**src/rtl/man_normalizer_2.sv**
```systemverilog
// Two-lane post-add normalizer: leading-one detect, normalize, RNE round,
// exponent adjust and pack into {sign, exp, mant} mini-floats.
//
// Handshake: a beat moves across an interface on a rising edge where
// valid && ready are both high; valid never waits on ready, and data is
// held unchanged while valid && !ready. Each stage loads when it is empty
// or its current contents are leaving on the same edge.
module man_normalizer_2 #(
  parameter int expWidth   = 3,
  parameter int sigWidth   = 3,
  parameter int low_expand = 2
) (
  input  logic                           clk,
  input  logic                           rst,
  input  logic                           in_valid,
  output logic                           in_ready,
  input  logic [1:0]                     in_sign,
  input  logic [2*(sigWidth+3+low_expand)-1:0] in_mag,
  input  logic [2*expWidth-1:0]          in_exp,
  output logic                           out_valid,
  input  logic                           out_ready,
  output logic [2*(1+expWidth+sigWidth)-1:0] out_fp,
  output logic [1:0]                     out_ovf,
  output logic [1:0]                     out_udf
);

  localparam int MW = sigWidth + 3 + low_expand;  // magnitude width per lane
  localparam int H  = sigWidth + low_expand;      // hidden-bit position, no carry
  localparam int FW = 1 + expWidth + sigWidth;    // packed width per lane
  localparam int EW = expWidth + 2;               // signed working exponent width
  localparam int PW = $clog2(MW);                 // leading-one position width

  localparam logic signed [EW-1:0] E_MAX = EW'((1 << expWidth) - 1);
  localparam logic signed [EW-1:0] E_ONE = EW'(1);

  // Stage 1 registers
  logic                       s1_valid_q;
  logic [1:0]                 s1_sign_q, s1_sign_d;
  logic [MW-1:0]              s1_mag_q [2];
  logic [MW-1:0]              s1_mag_d [2];
  logic [PW-1:0]              s1_pos_q [2];
  logic [PW-1:0]              s1_pos_d [2];
  logic signed [EW-1:0]       s1_exp_q [2];
  logic signed [EW-1:0]       s1_exp_d [2];

  // Stage 2 registers (drive the outputs directly)
  logic                       s2_valid_q;
  logic [2*FW-1:0]            s2_fp_q, s2_fp_d;
  logic [1:0]                 s2_ovf_q, s2_ovf_d;
  logic [1:0]                 s2_udf_q, s2_udf_d;

  logic s2_load;
  logic s1_load;

  // Position of the most significant set bit; 0 for a zero magnitude,
  // which is caught separately in stage 2.
  function automatic logic [PW-1:0] lead_one(input logic [MW-1:0] m);
    lead_one = '0;
    for (int i = 0; i < MW; i++) begin
      if (m[i]) lead_one = PW'(i);
    end
  endfunction

  assign s2_load   = !s2_valid_q || out_ready;
  assign s1_load   = !s1_valid_q || s2_load;
  assign in_ready  = !rst && s1_load;
  assign out_valid = s2_valid_q;
  assign out_fp    = s2_fp_q;
  assign out_ovf   = s2_ovf_q;
  assign out_udf   = s2_udf_q;

  // Stage 1 datapath: split lanes, find leading one, unbiased exponent.
  always_comb begin
    s1_sign_d = in_sign;
    for (int l = 0; l < 2; l++) begin
      s1_mag_d[l] = in_mag[MW*l +: MW];
      s1_pos_d[l] = lead_one(s1_mag_d[l]);
      s1_exp_d[l] = EW'(in_exp[expWidth*l +: expWidth]) + EW'(s1_pos_d[l]) - EW'(H);
    end
  end

  // Stage 2 datapath: normalize by left-aligning the leading one at MW-1,
  // which covers both shift directions and keeps shifted-out bits for sticky.
  always_comb begin
    logic [MW-1:0]         norm;
    logic [sigWidth-1:0]   mant;
    logic                  guard;
    logic                  sticky;
    logic [sigWidth:0]     mant_r;
    logic [sigWidth-1:0]   mant_f;
    logic signed [EW-1:0]  exp_f;
    s2_fp_d  = '0;
    s2_ovf_d = '0;
    s2_udf_d = '0;
    for (int l = 0; l < 2; l++) begin
      norm   = s1_mag_q[l] << (PW'(MW - 1) - s1_pos_q[l]);
      mant   = norm[MW-2 -: sigWidth];
      guard  = norm[MW-2-sigWidth];
      sticky = |norm[MW-3-sigWidth:0];
      mant_r = {1'b0, mant} + (sigWidth+1)'(guard && (sticky || mant[0]));
      if (mant_r[sigWidth]) begin
        mant_f = '0;
        exp_f  = s1_exp_q[l] + E_ONE;
      end else begin
        mant_f = mant_r[sigWidth-1:0];
        exp_f  = s1_exp_q[l];
      end
      if (s1_mag_q[l] == '0) begin
        s2_fp_d[FW*l +: FW] = '0;
      end else if (exp_f > E_MAX) begin
        s2_fp_d[FW*l +: FW] = {s1_sign_q[l], {expWidth{1'b1}}, {sigWidth{1'b1}}};
        s2_ovf_d[l]         = 1'b1;
      end else if (exp_f < E_ONE) begin
        s2_fp_d[FW*l +: FW] = '0;
        s2_udf_d[l]         = 1'b1;
      end else begin
        s2_fp_d[FW*l +: FW] = {s1_sign_q[l], exp_f[expWidth-1:0], mant_f};
      end
    end
  end

  // Stage 1 register: accept a new beat whenever the stage can load.
  always_ff @(posedge clk) begin
    if (rst) begin
      s1_valid_q <= 1'b0;
      s1_sign_q  <= '0;
      for (int l = 0; l < 2; l++) begin
        s1_mag_q[l] <= '0;
        s1_pos_q[l] <= '0;
        s1_exp_q[l] <= '0;
      end
    end else if (s1_load) begin
      s1_valid_q <= in_valid;
      if (in_valid) begin
        s1_sign_q <= s1_sign_d;
        for (int l = 0; l < 2; l++) begin
          s1_mag_q[l] <= s1_mag_d[l];
          s1_pos_q[l] <= s1_pos_d[l];
          s1_exp_q[l] <= s1_exp_d[l];
        end
      end
    end
  end

  // Stage 2 register: holds the packed result steady while stalled.
  always_ff @(posedge clk) begin
    if (rst) begin
      s2_valid_q <= 1'b0;
      s2_fp_q    <= '0;
      s2_ovf_q   <= '0;
      s2_udf_q   <= '0;
    end else if (s2_load) begin
      s2_valid_q <= s1_valid_q;
      if (s1_valid_q) begin
        s2_fp_q  <= s2_fp_d;
        s2_ovf_q <= s2_ovf_d;
        s2_udf_q <= s2_udf_d;
      end
    end
  end

endmodule

```
**config.mk**
```make
export PLATFORM = sky130hd
export DESIGN_NAME = man_normalizer_2
export DESIGN_NICKNAME = d
export VERILOG_FILES = /design/src/rtl/man_normalizer_2.sv
export SDC_FILE = /design/constraint.sdc
export NUM_CORES = 1
export LEC_CHECK = 0
export ABC_AREA = 1
export CORE_MARGIN = 4
export CORE_UTILIZATION = 28
export DETAILED_ROUTE_END_ITERATION = 8
export GPL_TIMING_DRIVEN = 0
export SYNTH_ARGS = -nofsm -noshare
export SYNTH_HDL_FRONTEND = slang
export SYNTH_SLANG_ARGS = --single-unit
```
**constraint.sdc**
```tcl
create_clock -name clk -period 3.2 [get_ports clk]
set_input_delay 0.96 -clock clk [delete_from_list [all_inputs] [get_ports clk]]
set_output_delay 0.96 -clock clk [all_outputs]
set_load 0.005 [all_outputs]
```
==> impl_metrics.env, run 1 <==
export IMPL_outcome="finished clean"
export IMPL_maxCapViolations=0
export IMPL_holdWs_ps=468
export IMPL_final_max_slew_viol_count=0
export IMPL_met2WireLength_mm=2.85
export IMPL_netlist_area_um2=3540
export IMPL_clkTransAtPathRegs_ps=70
export IMPL_syn2layout_area_growth_pct=24.9
export IMPL_num_io_pins=48
export IMPL_nFillCells=1276
export IMPL_grt_max_degree=33
export IMPL_synth_nets=489
export IMPL_switching_share_pct=25.9
export IMPL_start_util_pct=29.1
export IMPL_slowest_delay_ps=490
export IMPL_max_slew_worst_pin_slew_ps=1290
export IMPL_clkLatencyLatePin_ps=290
export IMPL_finalClockSkew_ps=4.11
export IMPL_drt_pass1_iterations=4
export IMPL_fin_nets=543
export IMPL_cts_sinks=54
export IMPL_fp_dieW_um=120
export IMPL_rsz0062_at_grt="false"
export IMPL_p_leak_nw=1.98
export IMPL_worstSetupPathType="in2reg"
export IMPL_min_path_cells=2
export IMPL_path_cells="clkdlybuf4s50_1 -> nor2_1 -> a211oi_2 -> ha_1 -> inv_1 -> ha_1 -> inv_1 -> fa_1 -> xnor2_1 -> nor2_1"
export IMPL_power_density_nw_per_um2=426
export IMPL_cp_start_kind="input pin"
export IMPL_drive_gt1_share_pct=15.0
export IMPL_fmax_mhz=340
export IMPL_synth_area_per_cell_um2=7.95
export IMPL_dpl_hpwl_mm=5.85
export IMPL_grt_overflow=0
export IMPL_max_slew_margin_rel_pct=14.1
export IMPL_p_comb_share_pct=20.4
export IMPL_synth_top_area_share_pct=27.2
export IMPL_setup_viol=0
export IMPL_antenna_found_initial=0
export IMPL_hp_class="reg2reg"
export IMPL_gp_congestion=0.765
export IMPL_multiInputGateArea_um2=1850
export IMPL_worst_ep_arrival_time_ps=2960
export IMPL_hold_viol=0
export IMPL_design_area_um2=4420
export IMPL_root_buffer="clkbuf_16"
export IMPL_holdPathEnd="out_fp[3]$_SDFFE_PP0P_"
export IMPL_yosysSeqAreaShare_pct=39.6
export IMPL_fin_crit_ps=2940
export IMPL_vias=2799
export IMPL_grtUsageTotal_pct=9.86
export IMPL_yosysTopAreaCell="edfxtp_1"
export IMPL_crit_fanout=3
export IMPL_r2r_start="out_valid$_SDFFE_PP0P_"
export IMPL_synth_distinct_cells=36
export IMPL_top_layer_used="met4"
export IMPL_io_buffer_count=47
export IMPL_cts_max_level=2
export IMPL_p_total_w=0.00188
export IMPL_fp_dieH_um=120
export IMPL_cts_buffers=5
export IMPL_ant_nets=0
export IMPL_fin_util_pct=36.3
export IMPL_critPathLaunch="in_mag[12]"
export IMPL_wl_per_cell_um=10.4
export IMPL_clockPowerShare_pct=36.0
export IMPL_p_seq_share_pct=43.6
export IMPL_rr_worst_depth=3
export IMPL_routed_via_density=4.19
export IMPL_drt_wl_total_mm=6.96
export IMPL_cts_tree="yes"
export IMPL_cts_setup_buffers=0
export IMPL_clockBufferDepth=2
export IMPL_power_switching_w=0.000488
export IMPL_first_global_vias=2732
export IMPL_synth_area_top_cells="edfxtp_1 27%, dfxtp_1 12%, nand2_1 12%"
export IMPL_irDropWorstVdd_mv=0.236
export IMPL_grt_pass1_wl_mm=12.1
export IMPL_post_place_cells=660
export IMPL_r2r_slack_ps=1310
export IMPL_regArea_um2=1400
export IMPL_ys_seq_elements=54
export IMPL_netlist_instances=445
export IMPL_num_antenna_cells=0
export IMPL_hold_buffers=0
export IMPL_r2r_end="s1_pos_q[0][5]$_SDFFCE_PN0P_"
export IMPL_wl_met3_um=355
export IMPL_p_int_w=0.00140
export IMPL_yosysWarnings=0
export IMPL_end_kind="flip-flop"
export IMPL_stdcell_count=668
export IMPL_required_ps=3220
export IMPL_fin_crit_sh_pct=91.8
export IMPL_num_rows=40
export IMPL_m1WireLength_mm=3.69
export IMPL_die_area_um2=14500
export IMPL_postPlaceCellArea_um2=4220
export IMPL_drt_iter0_drc=147
export IMPL_drt_drc_violations_left=0
export IMPL_slowest_stage="clkdlybuf4s50_1"
export IMPL_coreArea_um2=12200
export IMPL_hold_start="out_fp[3]$_SDFFE_PP0P_"
export IMPL_cts_resized=0
[layer usage]
metal | track usage (%) | vias to the layer above
met5 | 0 | -
met4 | 2.62 | 0
met3 | 2.29 | 4
met2 | 15.0 | 53
met1 | 14.1 | 1204
li1 | - | 1538
[power by group through the flow]
stage,Clock [W],Combinational [W],Sequential [W]
CTS,0.000692,0.000389,0.000823
global placement,0,0.000379,0.000836
finish,0.000677,0.000384,0.000822
detailed placement,0,0.000387,0.000838
floorplan,0,0.000270,0.000830
global route,0.000720,0.000438,0.000830
[stage by stage]
step                      setup slack (ps)  TNS, ps
final                                  261        0
after global placement                -120     -160
after detailed placement              -143     -288
after global routing                   106        0
after floorplan                        531        0
after CTS                             12.1        0
[registers in the layout, summed over array words and instances (netlist names)]
name        flops
s1_mag_q       16
out_fp         14
s1_exp_q       10
s1_pos_q        6
out_ovf         2
out_udf         2
s1_sign_q       2
out_valid       1
s1_valid_q      1
[area by class of cell]
class	count	share of cell area (%)
timing repair buffer	47	10.7
buffer	9	1.10
inverter	63	5.58
clock inverter	3	1.44
clock buffer	5	2.83
multi-input combinational	319	41.9
sequential	54	31.7
tap	168	4.76
[cell families after synthesis]
| logic type | count (synthesis) | synth area share, % |
|---|---|---|
| compound gates | 46 | 8.85 |
| fa+ha+maj | 16 | 6.51 |
| flops | 54 | 39.6 |
| simple gates | 247 | 34.2 |
| buf+inv | 72 | 8.35 |
| xor+xnor | 10 | 2.48 |
[worst max path at each step]
stage	to	slack (ps)
global route	s1_exp_q[0][8]$_SDFFCE_PN0P_	110
global placement	s1_exp_q[0][8]$_SDFFCE_PN0P_	-120
floorplan	s1_exp_q[0][8]$_SDFFCE_PN0P_	530
detailed placement	s1_exp_q[0][8]$_SDFFCE_PN0P_	-140
CTS	in_ready	10
finish	s1_exp_q[0][8]$_SDFFCE_PN0P_	260
[synthesized netlist by cell type (all sizes together)]
library cell	count
clkinv	1
or2	2
xnor2	3
nor3	1
nand3b	2
o21ai	9
dfxtp	22
clkbuf	6
a311oi	1
fa	4
xor2	7
nor2	44
a31oi	2
a211oi	2
edfxtp	32
inv	62
nor4	3
a21oi	32
ha	12
nand3	47
nand4	1
nand2	147
buf	3
[layout by cell type (no fill, tap or decap), types with 2 or more instances in the layout]
cell type,count
inv_1,55
nor2_4,3
nor2_2,4
nand2_4,9
xnor2_1,3
nand2_1,113
a21oi_2,3
clkdlybuf4s50_1,46
xor2_1,7
nand3_1,42
ha_1,12
clkbuf_1,6
clkinv_1,2
fa_1,4
inv_6,2
a21oi_1,24
nand2_2,25
inv_2,5
a31oi_1,2
o21ai_0,6
dfxtp_1,22
a21oi_4,5
clkbuf_16,5
or2_2,2
edfxtp_1,32
nand3b_1,2
bufinv_16,2
nor2_1,36
o21ai_1,2
nor4_1,3
nand3_2,5
buf_6,2
[critical path, delay by kind of cell]
family / cells / cell delay (ps)
fa+ha+maj: 3 / 810
buf+inv: 3 / 600
compound gates: 1 / 280
simple gates: 2 / 160
xor+xnor: 1 / 160
(Power assumes the default switching activity.)
==> run 2: changes to the inputs <==
--- a/config.mk
+++ b/config.mk
@@ -6,10 +6,12 @@
 export NUM_CORES = 1
 export LEC_CHECK = 0
 export ABC_AREA = 1
+export CORE_ASPECT_RATIO = 1.2
 export CORE_MARGIN = 4
 export CORE_UTILIZATION = 28
 export DETAILED_ROUTE_END_ITERATION = 8
 export GPL_TIMING_DRIVEN = 0
+export PLACE_DENSITY_LB_ADDON = 0.08
 export SYNTH_ARGS = -nofsm -noshare
 export SYNTH_HDL_FRONTEND = slang
 export SYNTH_SLANG_ARGS = --single-unit
==> constraint.sdc (replaced) <==
create_clock -name clk -period 3.2 [get_ports clk]
set_input_delay 0.96 -clock clk [delete_from_list [all_inputs] [get_ports clk]]
set_output_delay 0.96 -clock clk [all_outputs]
set_load 0.05 [all_outputs]
==> run 2 against run 1 <==
  * Maximum frequency is 4.7% lower
  * Clock skew is 2.5 ps higher
  * Register-to-register slack better by 20 ps
  * Count of clock-buffer cells in the layout stayed put
  * Total power is 6.1% lower
  * Sequential cell count stayed put
  * Worst setup slack worse by 140 ps
  * Cell count is 1.0% lower
  * Highest routed layer unchanged
==> impl_metrics.env, run 2 (same netlist as run 1, synthesis figures left out) <==
export IMPL_outcome="finished clean"
export IMPL_holdWs_ps=462
export IMPL_wl_per_cell_um=10.6
export IMPL_drt_pass1_iterations=6
export IMPL_syn2layout_area_growth_pct=23.4
export IMPL_final_cell_mix="113 x nand2_1, 56 x inv_1, 46 x clkdlybuf4s50_1"
export IMPL_p_int_w=0.00124
export IMPL_cts_sinks=54
export IMPL_gp_congestion=0.730
export IMPL_cpLargestDelayFamily="buffers and inverters"
export IMPL_fin_crit_sh_pct=96.3
export IMPL_fin_util_pct=35.7
export IMPL_slowest_stage="clkdlybuf4s50_1"
export IMPL_cts_setup_buffers=0
export IMPL_rsz0062_at_grt="false"
export IMPL_end_kind="primary output"
export IMPL_largest_reg_flops=16
export IMPL_postPlaceCellArea_um2=4210
export IMPL_fin_crit_ps=3080
export IMPL_p_comb_share_pct=24.1
export IMPL_cts_resized=3
export IMPL_ant_nets=0
export IMPL_nFillCells=1347
export IMPL_clkLatencyLatePin_ps=290
export IMPL_post_place_cells=653
export IMPL_dpl_hpwl_mm=5.91
export IMPL_r2r_slack_ps=1330
export IMPL_first_global_vias=2777
export IMPL_finalClockSkew_ps=6.63
export IMPL_fp_dieW_um=111
export IMPL_worst_ep_arrival_time_ps=2120
export IMPL_fin_nets=544
export IMPL_cts_tree="yes"
export IMPL_path_common_cell="inv_1"
export IMPL_worst_path_buf_inv=4
export IMPL_power_density_nw_per_um2=405
export IMPL_p_leak_nw=1.95
export IMPL_drt_iter0_drc=135
export IMPL_required_ps=2240
export IMPL_clockBufferDepth=2
export IMPL_grt_max_degree=33
export IMPL_cts_max_level=2
export IMPL_num_antenna_cells=0
export IMPL_die_area_um2=14500
export IMPL_clockPowerShare_pct=29.6
export IMPL_fmax_mhz=324
export IMPL_hp_class="reg2reg"
export IMPL_routed_via_density=4.23
export IMPL_worstSetupPathType="in2out"
export IMPL_max_slew_worst_pin_slew_ps=718
export IMPL_final_common_cell="nand2_1"
export IMPL_slowest_delay_ps=460
export IMPL_top_register="s1_mag_q"
export IMPL_drive_gt1_share_pct=14.8
export IMPL_path_cells="clkdlybuf4s50_1 -> inv_1 -> nand3_1 -> nand2_1 -> inv_1 -> clkdlybuf4s15_2"
export IMPL_fin_setup_tns_ps=0
export IMPL_irDropWorstVdd_mv=0.197
export IMPL_cp_start_kind="input pin"
export IMPL_drt_drc_violations_left=0
export IMPL_stdcell_count=661
export IMPL_power_switching_w=0.000530
export IMPL_max_slew_margin_rel_pct=52.0
export IMPL_p_seq_share_pct=46.4
export IMPL_vias=2798
export IMPL_start_util_pct=28.9
export IMPL_final_max_slew_viol_count=0
export IMPL_cts_buffers=5
export IMPL_grt_overflow=0
export IMPL_maxCapViolations=0
export IMPL_clkTransAtPathRegs_ps=60
export IMPL_drt_wl_total_mm=6.98
export IMPL_io_buffer_count=47
export IMPL_grt_pass1_wl_mm=12.7
export IMPL_crit_fanout=4
export IMPL_hold_buffers=0
export IMPL_root_buffer="clkbuf_16"
export IMPL_switching_share_pct=30.0
export IMPL_setup_viol=0
export IMPL_hold_viol=0
export IMPL_num_rows=44
export IMPL_num_io_pins=48
export IMPL_design_area_um2=4360
export IMPL_coreArea_um2=12200
export IMPL_fp_dieH_um=131
export IMPL_antenna_found_initial=0
export IMPL_grtUsageTotal_pct=10.3
[run 2: power by group through the flow]
stage | Clock (W) | Sequential (W) | Combinational [W]
5_1_grt | 0.000576 | 0.000827 | 0.000484
3_3_place_gp | 0 | 0.000837 | 0.000427
6_report | 0.000523 | 0.000820 | 0.000426
4_1_cts | 0.000545 | 0.000822 | 0.000430
3_5_place_dp | 0 | 0.000838 | 0.000429
2_1_floorplan | 0 | 0.000868 | 0.000273
[run 2: final timing paths]
| kind | startpoint | end | cells past startpoint |
|---|---|---|---|
| max | out_ready | in_ready | 6 |
| min | out_fp[10]$_SDFFE_PP0P_ | out_fp[10]$_SDFFE_PP0P_ | 2 |
| max reg2reg | s1_pos_q[0][3]$_SDFFCE_PN0P_ | out_fp[11]$_SDFFE_PP0P_ | 14 |
| min reg2reg | out_fp[10]$_SDFFE_PP0P_ | out_fp[10]$_SDFFE_PP0P_ | 2 |
[run 2: layer usage]
layer  track usage [%]  vias to the layer above  wire length, um
li1                  -                     1535                -
met1              14.1                     1204             3560
met2              16.2                       53             3020
met3              2.44                        6              295
met4              3.29                        0              103
met5                 0                        -                0
[run 2: cell type report]
cell class | instances | area, um2 | share of cell area (%)
multi-input combinational | 319 | 1840 | 42.2
sequential | 54 | 1400 | 32.1
timing repair buffer | 48 | 487 | 11.2
inverter | 63 | 246 | 5.65
tap | 161 | 201 | 4.62
clock buffer | 5 | 125 | 2.87
buffer | 9 | 48.8 | 1.12
clock inverter | 2 | 13.8 | 0.315
[run 2: through the flow]
step	setup slack, ps	total power (W)
CTS	112	0.00180
floorplan	531	0.00114
detailed placement	-315	0.00127
finish	117	0.00177
global route	27.3	0.00189
global placement	-310	0.00126
[run 2: worst min-delay path, stage by stage (launching register included)]
cell and delay, ps:
dfxtp_1 310, nand2_1 60, a21oi_1 50
==> run 3: changes to the inputs <==
--- a/config.mk
+++ b/config.mk
@@ -6,6 +6,7 @@
 export NUM_CORES = 1
 export LEC_CHECK = 0
 export ABC_AREA = 1
+export CAP_MARGIN = 20
 export CORE_ASPECT_RATIO = 1.2
 export CORE_MARGIN = 4
 export CORE_UTILIZATION = 28
@@ -15,3 +16,4 @@
 export SYNTH_ARGS = -nofsm -noshare
 export SYNTH_HDL_FRONTEND = slang
 export SYNTH_SLANG_ARGS = --single-unit
+export TNS_END_PERCENT = 10
==> run 3 against run 2 <==
  * Non-clock buffer count unchanged
  * Highest routed layer unchanged
  * Largest power group unchanged
  * Worst hold slack about the same
  * Via count up 0.39%
  * Sequential cell count is the same
  * Register-to-register slack barely moved
  * Final area is 0.37% higher
  * Combinational power hardly changed
  * Worst setup slack improved by 4.0 ps
==> impl_metrics.env, run 3 (same netlist as run 1, synthesis figures left out) <==
export IMPL_outcome="finished clean"
export IMPL_p_leak_nw=1.96
export IMPL_top_register="s1_mag_q"
export IMPL_worst_path_buf_inv=4
export IMPL_gp_congestion=0.730
export IMPL_switching_share_pct=30.1
export IMPL_regArea_um2=1400
export IMPL_fin_crit_sh_pct=96.2
export IMPL_die_area_um2=14500
export IMPL_final_max_slew_viol_count=0
export IMPL_first_global_vias=2771
export IMPL_crit_fanout=4
export IMPL_largest_reg_flops=16
export IMPL_ant_nets=0
export IMPL_design_area_um2=4380
export IMPL_fin_crit_ps=3080
export IMPL_power_switching_w=0.000536
export IMPL_hp_class="reg2reg"
export IMPL_p_comb_share_pct=24.1
export IMPL_stdcell_count=662
export IMPL_drive_gt1_share_pct=14.8
export IMPL_cts_setup_buffers=0
export IMPL_drt_iter0_drc=119
export IMPL_required_ps=2240
export IMPL_hold_buffers=0
export IMPL_rsz0062_at_grt="false"
export IMPL_setup_viol=0
export IMPL_slowest_delay_ps=460
export IMPL_fin_setup_tns_ps=0
export IMPL_root_buffer="clkbuf_16"
export IMPL_max_slew_margin_rel_pct=47.8
export IMPL_cts_max_level=2
export IMPL_fp_dieW_um=111
export IMPL_clkTransAtPathRegs_ps=70
export IMPL_grtUsageTotal_pct=10.4
export IMPL_cts_resized=3
export IMPL_routed_via_density=4.24
export IMPL_vias=2809
export IMPL_slowest_stage="clkdlybuf4s50_1"
export IMPL_cts_buffers=5
export IMPL_fin_nets=544
export IMPL_grt_overflow=0
export IMPL_path_common_cell="inv_1"
export IMPL_fp_dieH_um=131
export IMPL_clockBufferDepth=2
export IMPL_num_antenna_cells=0
export IMPL_grt_pass1_wl_mm=12.9
export IMPL_maxCapViolations=0
export IMPL_drt_drc_violations_left=0
export IMPL_cts_sinks=54
export IMPL_path_cells="clkdlybuf4s50_1 -> inv_1 -> nand3_1 -> nand2_1 -> inv_1 -> clkdlybuf4s15_2"
export IMPL_num_io_pins=48
export IMPL_max_slew_worst_pin_slew_ps=780
export IMPL_multiInputGateArea_um2=1840
export IMPL_postPlaceCellArea_um2=4240
export IMPL_clkLatencyLatePin_ps=290
export IMPL_irDropWorstVdd_mv=0.201
export IMPL_finalClockSkew_ps=3.55
export IMPL_dpl_hpwl_mm=5.98
export IMPL_nFillCells=1343
export IMPL_antenna_found_initial=0
export IMPL_p_seq_share_pct=46.1
export IMPL_syn2layout_area_growth_pct=23.8
export IMPL_grt_max_degree=18
export IMPL_cp_start_kind="input pin"
export IMPL_coreArea_um2=12200
export IMPL_post_place_cells=654
export IMPL_worstSetupPathType="in2out"
export IMPL_power_density_nw_per_um2=406
export IMPL_hold_viol=0
export IMPL_cts_tree="yes"
export IMPL_cpLargestDelayFamily="buffers and inverters"
export IMPL_end_kind="primary output"
export IMPL_final_common_cell="nand2_1"
export IMPL_clockPowerShare_pct=29.8
export IMPL_fmax_mhz=325
export IMPL_wl_per_cell_um=10.7
export IMPL_num_rows=44
export IMPL_drt_pass1_iterations=4
export IMPL_p_int_w=0.00124
export IMPL_worst_ep_arrival_time_ps=2120
export IMPL_io_buffer_count=47
export IMPL_start_util_pct=28.9
export IMPL_final_cell_mix="113 x nand2_1, 56 x inv_1, 46 x clkdlybuf4s50_1"
export IMPL_drt_wl_total_mm=7.10
export IMPL_holdWs_ps=461
run 3: per-stage QoR:
| step | worst slack [ps] | total power (W) | utilization [%] |
|---|---|---|---|
| finish | 121 | 0.00178 | 35.8 |
| global route | 29.5 | 0.00190 | 35.8 |
| CTS | 111 | 0.00181 | 35.8 |
| detailed placement | -316 | 0.00127 | 34.7 |
| global placement | -310 | 0.00126 | 34.4 |
| floorplan | 531 | 0.00114 | - |
run 3: worst min-delay path, stage by stage, from the launching register on:
cell	delay (ps)
dfxtp_1	310
nand2_1	60
a21oi_1	50
run 3: layout make-up:
| class | instances | area share, % |
|---|---|---|
| Timing Repair Buffer | 48 | 11.4 |
| Buffer | 9 | 1.11 |
| Clock inverter | 2 | 0.314 |
| Sequential cell | 54 | 32.0 |
| Tap cell | 161 | 4.60 |
| Inverter | 63 | 5.63 |
| Clock buffer | 6 | 2.94 |
| Multi-Input combinational cell | 319 | 42.0 |
run 3: power groups by stage:
stage / logic (W) / registers (W) / clock network [W]
floorplan: 0.000273 / 0.000868 / 0
global placement: 0.000427 / 0.000837 / 0
detailed placement: 0.000433 / 0.000837 / 0
CTS: 0.000436 / 0.000821 / 0.000553
global route: 0.000487 / 0.000828 / 0.000586
finish: 0.000428 / 0.000821 / 0.000531
run 3: path summary, 6_finish.rpt:
| path | startpoint | endpoint | slack, ps | depth (start not counted) |
|---|---|---|---|---|
| worst max-delay path | out_ready | in_ready | 120 | 6 |
| worst min-delay path | out_fp[10]$_SDFFE_PP0P_ | out_fp[10]$_SDFFE_PP0P_ | 460 | 2 |
| worst max register to register | s1_pos_q[0][3]$_SDFFCE_PN0P_ | out_fp[11]$_SDFFE_PP0P_ | 1320 | 14 |
| worst min register to register | out_fp[10]$_SDFFE_PP0P_ | out_fp[10]$_SDFFE_PP0P_ | 460 | 2 |
run 3: routing by layer:
metal	wire (um)	GRT usage, %
met5	0	0
met4	94	3.08
met3	308	2.53
met2	3140	16.5
met1	3550	14.1
